--- config.mk ---
export PLATFORM = sky130hd
export DESIGN_NAME = vga_stream_output
export DESIGN_NICKNAME = d
export VERILOG_FILES = /design/src/rtl/vga_stream_output.sv
export SDC_FILE = /design/constraint.sdc
export NUM_CORES = 1
export LEC_CHECK = 0
export ABC_AREA = 1
export CORE_ASPECT_RATIO = 0.9
export CORE_MARGIN = 4
export CORE_UTILIZATION = 45
export DETAILED_ROUTE_END_ITERATION = 10
export GPL_ROUTABILITY_DRIVEN = 0
export PLACE_DENSITY = 0.84
export SYNTH_ARGS = -nofsm -noshare
export SYNTH_HDL_FRONTEND = slang
export SYNTH_SLANG_ARGS = --single-unit
--- constraint.sdc ---
create_clock -name clock -period 1.45 [get_ports clock]
set_input_delay 0.29 -clock clock [delete_from_list [all_inputs] [get_ports clock]]
set_output_delay 0.29 -clock clock [all_outputs]
set_load 0.02 [all_outputs]
--- src/rtl/vga_stream_output.sv ---
// vga_stream_output: VGA timing generator and RGB565 stream sink.
// Blanks on underflow/misalignment and relocks on the next start-of-packet.
module vga_stream_output #(
    parameter int   H_ACTIVE = 640,
    parameter int   H_FRONT  = 16,
    parameter int   H_SYNC   = 96,
    parameter int   H_BACK   = 48,
    parameter int   V_ACTIVE = 480,
    parameter int   V_FRONT  = 10,
    parameter int   V_SYNC   = 2,
    parameter int   V_BACK   = 33,
    parameter logic SYNC_POL = 1'b0
) (
    input  logic        clock,
    input  logic        sreset_n,
    input  logic [15:0] in_data,
    input  logic        in_valid,
    input  logic        in_sop,
    output logic        in_ready,
    output logic [15:0] vga_rgb,
    output logic        vga_hsync,
    output logic        vga_vsync,
    output logic        vga_valid,
    output logic        underflow
);

    localparam int H_TOTAL = H_ACTIVE + H_FRONT + H_SYNC + H_BACK;
    localparam int V_TOTAL = V_ACTIVE + V_FRONT + V_SYNC + V_BACK;
    localparam int HW = $clog2(H_TOTAL);
    localparam int VW = $clog2(V_TOTAL);
    localparam int HS_BEG = H_ACTIVE + H_FRONT;
    localparam int HS_END = H_ACTIVE + H_FRONT + H_SYNC;
    localparam int VS_BEG = V_ACTIVE + V_FRONT;
    localparam int VS_END = V_ACTIVE + V_FRONT + V_SYNC;

    typedef enum logic [1:0] {
        ST_RESYNC,
        ST_WAIT,
        ST_ACTIVE
    } state_t;

    state_t        state_q, state_d;
    logic [HW-1:0] h_q, h_d;
    logic [VW-1:0] v_q, v_d;
    logic [15:0]   rgb_q, rgb_d;
    logic          hsync_q, hsync_d;
    logic          vsync_q, vsync_d;
    logic          valid_q, valid_d;
    logic          uf_q, uf_d;

    int   h_i;
    int   v_i;
    logic h_last;
    logic v_last;
    logic active;
    logic origin;

    assign h_i    = int'(h_q);
    assign v_i    = int'(v_q);
    assign h_last = (h_i == H_TOTAL - 1);
    assign v_last = (v_i == V_TOTAL - 1);
    assign active = (h_i < H_ACTIVE) && (v_i < V_ACTIVE);
    assign origin = (h_i == 0) && (v_i == 0);

    // Raster position counters; never disturbed by stream events.
    always_comb begin
        h_d = h_q + 1'b1;
        v_d = v_q;
        if (h_last) begin
            h_d = '0;
            v_d = v_last ? '0 : v_q + 1'b1;
        end
    end

    // Pin values for the current position, registered one cycle later.
    always_comb begin
        hsync_d = ((h_i >= HS_BEG) && (h_i < HS_END)) ? SYNC_POL : ~SYNC_POL;
        vsync_d = ((v_i >= VS_BEG) && (v_i < VS_END)) ? SYNC_POL : ~SYNC_POL;
        valid_d = active;
    end

    // Stream lock FSM: handshake, pixel capture and error detection.
    always_comb begin
        state_d  = state_q;
        rgb_d    = '0;
        uf_d     = 1'b0;
        in_ready = 1'b0;
        unique case (state_q)
            ST_RESYNC: begin
                in_ready = !(in_valid && in_sop);
                if (in_valid && in_sop) begin
                    state_d = ST_WAIT;
                end
            end
            ST_WAIT: begin
                if (h_last && v_last) begin
                    state_d = ST_ACTIVE;
                end
            end
            ST_ACTIVE: begin
                if (active) begin
                    if (!in_valid) begin
                        uf_d    = 1'b1;
                        state_d = ST_RESYNC;
                    end else if (in_sop != origin) begin
                        uf_d    = 1'b1;
                        state_d = in_sop ? ST_WAIT : ST_RESYNC;
                    end else begin
                        in_ready = 1'b1;
                        rgb_d    = in_data;
                    end
                end
            end
            default: begin
                state_d = ST_RESYNC;
            end
        endcase
        if (!sreset_n) begin
            in_ready = 1'b0;
        end
    end

    // State, counters and registered pins.
    always_ff @(posedge clock) begin
        if (!sreset_n) begin
            state_q <= ST_RESYNC;
            h_q     <= '0;
            v_q     <= '0;
            rgb_q   <= '0;
            hsync_q <= ~SYNC_POL;
            vsync_q <= ~SYNC_POL;
            valid_q <= 1'b0;
            uf_q    <= 1'b0;
        end else begin
            state_q <= state_d;
            h_q     <= h_d;
            v_q     <= v_d;
            rgb_q   <= rgb_d;
            hsync_q <= hsync_d;
            vsync_q <= vsync_d;
            valid_q <= valid_d;
            uf_q    <= uf_d;
        end
    end

    assign vga_rgb   = rgb_q;
    assign vga_hsync = hsync_q;
    assign vga_vsync = vsync_q;
    assign vga_valid = valid_q;
    assign underflow = uf_q;

endmodule

==> metrics.txt <==
worst-case setup margin in the final layout -850.6 ps; flop-to-flop setup slack -600 ps; number of violations reported at the end of detailed-routing iteration 0 202; highest ir drop seen on vdd 892.2 uV; Area Growth Syn to Fin 83.67%; reported leakage power 0.001672 uW; Min-Delay Path Class input port to flop; clock-pin slew reported for the worst setup and hold paths after clock tree synthesis 90 ps; Critical R2R Capture vga_rgb[6]; family with the most delay on the worst path simple AND/OR/NAND/NOR gates; longest individual stage delay on the worst path 370 ps; final layout net count 406; die width 77.60 um; fraction of the mapped netlist area in adder cells 0.02551; basic-gate share of the synthesized area counting and, or, nand and nor cells 0.3546; largest family of logic cells by synthesized area simple AND/OR/NAND/NOR gates; biggest area contributors in the synthesized netlist sky130_fd_sc_hd__dfxtp_1, sky130_fd_sc_hd__inv_1, sky130_fd_sc_hd__nor2_1, sky130_fd_sc_hd__nor2_4, sky130_fd_sc_hd__nand2_1; final antenna diode count 0; overall die height 70.64 um; # hold bufs at CTS 0; CP required 1160 ps; max-slew violations 0; most frequently used flop master after synthesis sky130_fd_sc_hd__dfxtp_1; GR Overflow Total 0; Netlist cell types 27; Layout fillers 162; final antenna-violating net count 0; final core utilization 0.8669; post-DR wirelength/cell 20.58 um; XOR/XNOR Fraction of Synth Area 0.03125; Detailed Place HPWL 4048 um; number of cells on the worst reg-to-reg path 12; number of iterations in the first detailed-routing pass 5; Max clock buf depth 2; met2 WL post-DR 4630 um; reg-to-reg startpoint h_q[8]; PortBufs 40; Placement Rows 22; flop and latch count out of synthesis 42; clock root buffer sky130_fd_sc_hd__clkbuf_8; critical path launch point h_q[8]; most common cell in the netlist sky130_fd_sc_hd__inv_1; RSZ-0062 raised after global routing true; I/O Pins 41; synthesis warning total 0; Avg Inst Size Synth 7.816 um2; Std-Cell Core Area 4156 um2; layout cell share with drive strength beyond 1 0.5039; final design instance area without fill 3603 um2; cell area reported after detailed placement 2912 um2; proportion of register bits with asynchronous set or reset after synthesis 0; area fraction of the dominant cell type after synthesis 0.4286; final worst hold slack 531.3 ps; Worst Path Max Fanout 3; number of maximum-capacitance violations 0; number of levels the H-tree was split into 2; highest-delay cell along the critical path sky130_fd_sc_hd__dfxtp_1; kind of critical path flop to output port; design internal power 2101 uW; sequential share of the synthesized area 0.4286; WL met3 675 um; nature of the critical path startpoint flop; number of buffers inserted during clock tree synthesis 5; maximum number of pins on one net before global-route repair 14; met1 wire length 3263 um; switching power as a share of total power 0.2355; number of antenna violations at the first check in global routing 0; number of clock sinks 42; slew margin rel. 0.7150; net switching power 647.5 uW; measured slew at the worst slew-check pin 423.6 ps; remaining design rule violation count 0; share of the synthesized area in compound gates (AO/OA/AOI/OAI) 0.04847; proportion of synthesized area in mux cells 0; final setup vio count 40; combined area of all synthesized cells 1962 um2; wire length of the first global-routing pass 11,650 um; worst path cell trace nor2_1 -> nand2_2 -> nor2_4 -> nand3_2 -> nand2_2 -> nand3_4 -> nor2_4 -> nand2_2 -> a21oi_4 -> buf_6; sequential cell fraction of total power 0.429; cells after synthesis 251; CTS tree yes; clock group share of total power 0.427; GRT Resource Usage Total 0.2752; sequential cell area 850.8 um2; die outline area 5482 um2; run status finished, violations left; final-report hold violation count 0; signal arrival time at the worst endpoint 2010 ps; final period demand of the worst path 2301 ps; starting density of the core 0.4720; capture point of the critical path in_ready; worst skew pair latency 310 ps; achievable clock frequency 434.7 MHz; worst setup skew after layout 12.79 ps; leading cell types by count after synthesis sky130_fd_sc_hd__inv_1, sky130_fd_sc_hd__nor2_1, sky130_fd_sc_hd__dfxtp_1, sky130_fd_sc_hd__nand2_1, sky130_fd_sc_hd__nor2_4; highest metal layer with signal wires met4; Detailed Route WL 9116 um; worst path bufs/invs 1; via/cell ratio 5.384; count of flip-flops with a built-in enable after synthesis 0; library cell with the largest summed area after synthesis sky130_fd_sc_hd__dfxtp_1; via count of the first global-routing pass 2,338; PD cells 762.9 nW/um2; via total after detailed routing 2,385; DP Worst Slack -944.7 ps; fraction of the cycle the final worst path needs 1.587; most frequent cell on the critical path sky130_fd_sc_hd__nand2_2; share of total power in combinational logic 0.144; Crit path depth 10; critical path endpoint category output port; combined area of the multi-input logic cells 1235 um2; violated checks negative setup slack; Post-Syn Nets 275
[metrics by stage]
step / power (uW) / TNS, ps / std cells
global placement: 1442 / -8052 / 410
detailed placement: 1458 / -9842 / 410
floorplan: 1317 / -1023 / 251
global route: 2815 / -19520 / 443
finish: 2749 / -16420 / 443
CTS: 2655 / -8130 / 430
[kinds of logic after synthesis]
logic type / count (synthesis)
fa+ha+maj: 4
buf+inv: 54
simple gates: 127
compound gates: 17
flops: 42
xor+xnor: 7
[worst min-delay path, cell delays in order]
cell and delay [ps]:
sky130_fd_sc_hd__clkdlybuf4s50_1 410, sky130_fd_sc_hd__inv_1 60, sky130_fd_sc_hd__nor2_1 40
[placed cells by master (no fill, tap or decap), types with 2 or more instances in the layout]
cell and instances:
sky130_fd_sc_hd__buf_4 70, sky130_fd_sc_hd__inv_1 38, sky130_fd_sc_hd__dfxtp_1 34, sky130_fd_sc_hd__nor2_1 27, sky130_fd_sc_hd__nor2_4 24, sky130_fd_sc_hd__nand2_1 22
sky130_fd_sc_hd__dlygate4sd2_1 20, sky130_fd_sc_hd__clkdlybuf4s50_1 19, sky130_fd_sc_hd__buf_6 14, sky130_fd_sc_hd__inv_2 12, sky130_fd_sc_hd__nor2_2 11, sky130_fd_sc_hd__dfxtp_2 8
sky130_fd_sc_hd__nand2_2 7, sky130_fd_sc_hd__nand3_1 6, sky130_fd_sc_hd__nand4_1 6, sky130_fd_sc_hd__nand3_2 6, sky130_fd_sc_hd__clkbuf_8 6, sky130_fd_sc_hd__a21oi_2 5
sky130_fd_sc_hd__nor3_4 5, sky130_fd_sc_hd__nand2_4 4, sky130_fd_sc_hd__nand3_4 4, sky130_fd_sc_hd__a21oi_1 4, sky130_fd_sc_hd__xor2_2 3, sky130_fd_sc_hd__xor2_1 3
sky130_fd_sc_hd__ha_4 3, sky130_fd_sc_hd__inv_4 2, sky130_fd_sc_hd__o211ai_1 2, sky130_fd_sc_hd__nor3_2 2, sky130_fd_sc_hd__bufinv_16 2
[repair_timing]
item                                    in CTS  in global routing
endpoints found under the setup margin      57                 39
hold endpoints to repair                     0                  0
gates resized for setup                     83                 45
buffers inserted                            11                 14
cloned                                       1                  0
pin swaps                                   26                 23
[power groups by stage]
stage                     Combinational (uW)  Clock [uW]  Sequential (uW)
after floorplan                          113           0             1200
after global placement                   243           0             1200
after detailed placement                 258           0             1200
after CTS                                317        1160             1170
after global routing                     413        1220             1180
final                                    396        1170             1180
[sequential cells by signal (all words and copies together) (netlist names)]
signal and cells:
vga_hsync 1, v_q 10, underflow 1, vga_rgb 16, vga_vsync 1, vga_valid 1
h_q 10, state_q 2
[final cells by class]
type / instances / share of cell area
clock buffers: 6 / 0.02292
clock inverters: 2 / 0.01667
inverters: 53 / 0.05660
multi-input cells: 155 / 0.3427
flip-flops and latches: 42 / 0.2361
well taps: 60 / 0.02083
repair buffers: 125 / 0.3042
[per-layer routing]
layer,global-route usage,vias up
met1,0.3063,1119
met4,0.1206,0
met3,0.08524,59
met5,0,-
met2,0.4829,178
li1,-,1029
[worst min path at each step]
stage,start,end,slack [ps],cells past startpoint
3_3_place_gp,h_q[0],h_q[0],490,2
2_1_floorplan,sreset_n,state_q[1],390,2
6_report,in_data[4],vga_rgb[4],530,3
3_5_place_dp,h_q[0],h_q[0],490,2
4_1_cts,in_data[3],vga_rgb[3],500,3
5_1_grt,in_data[4],vga_rgb[4],540,3
Note: power is estimated with default switching activity, not from simulation.
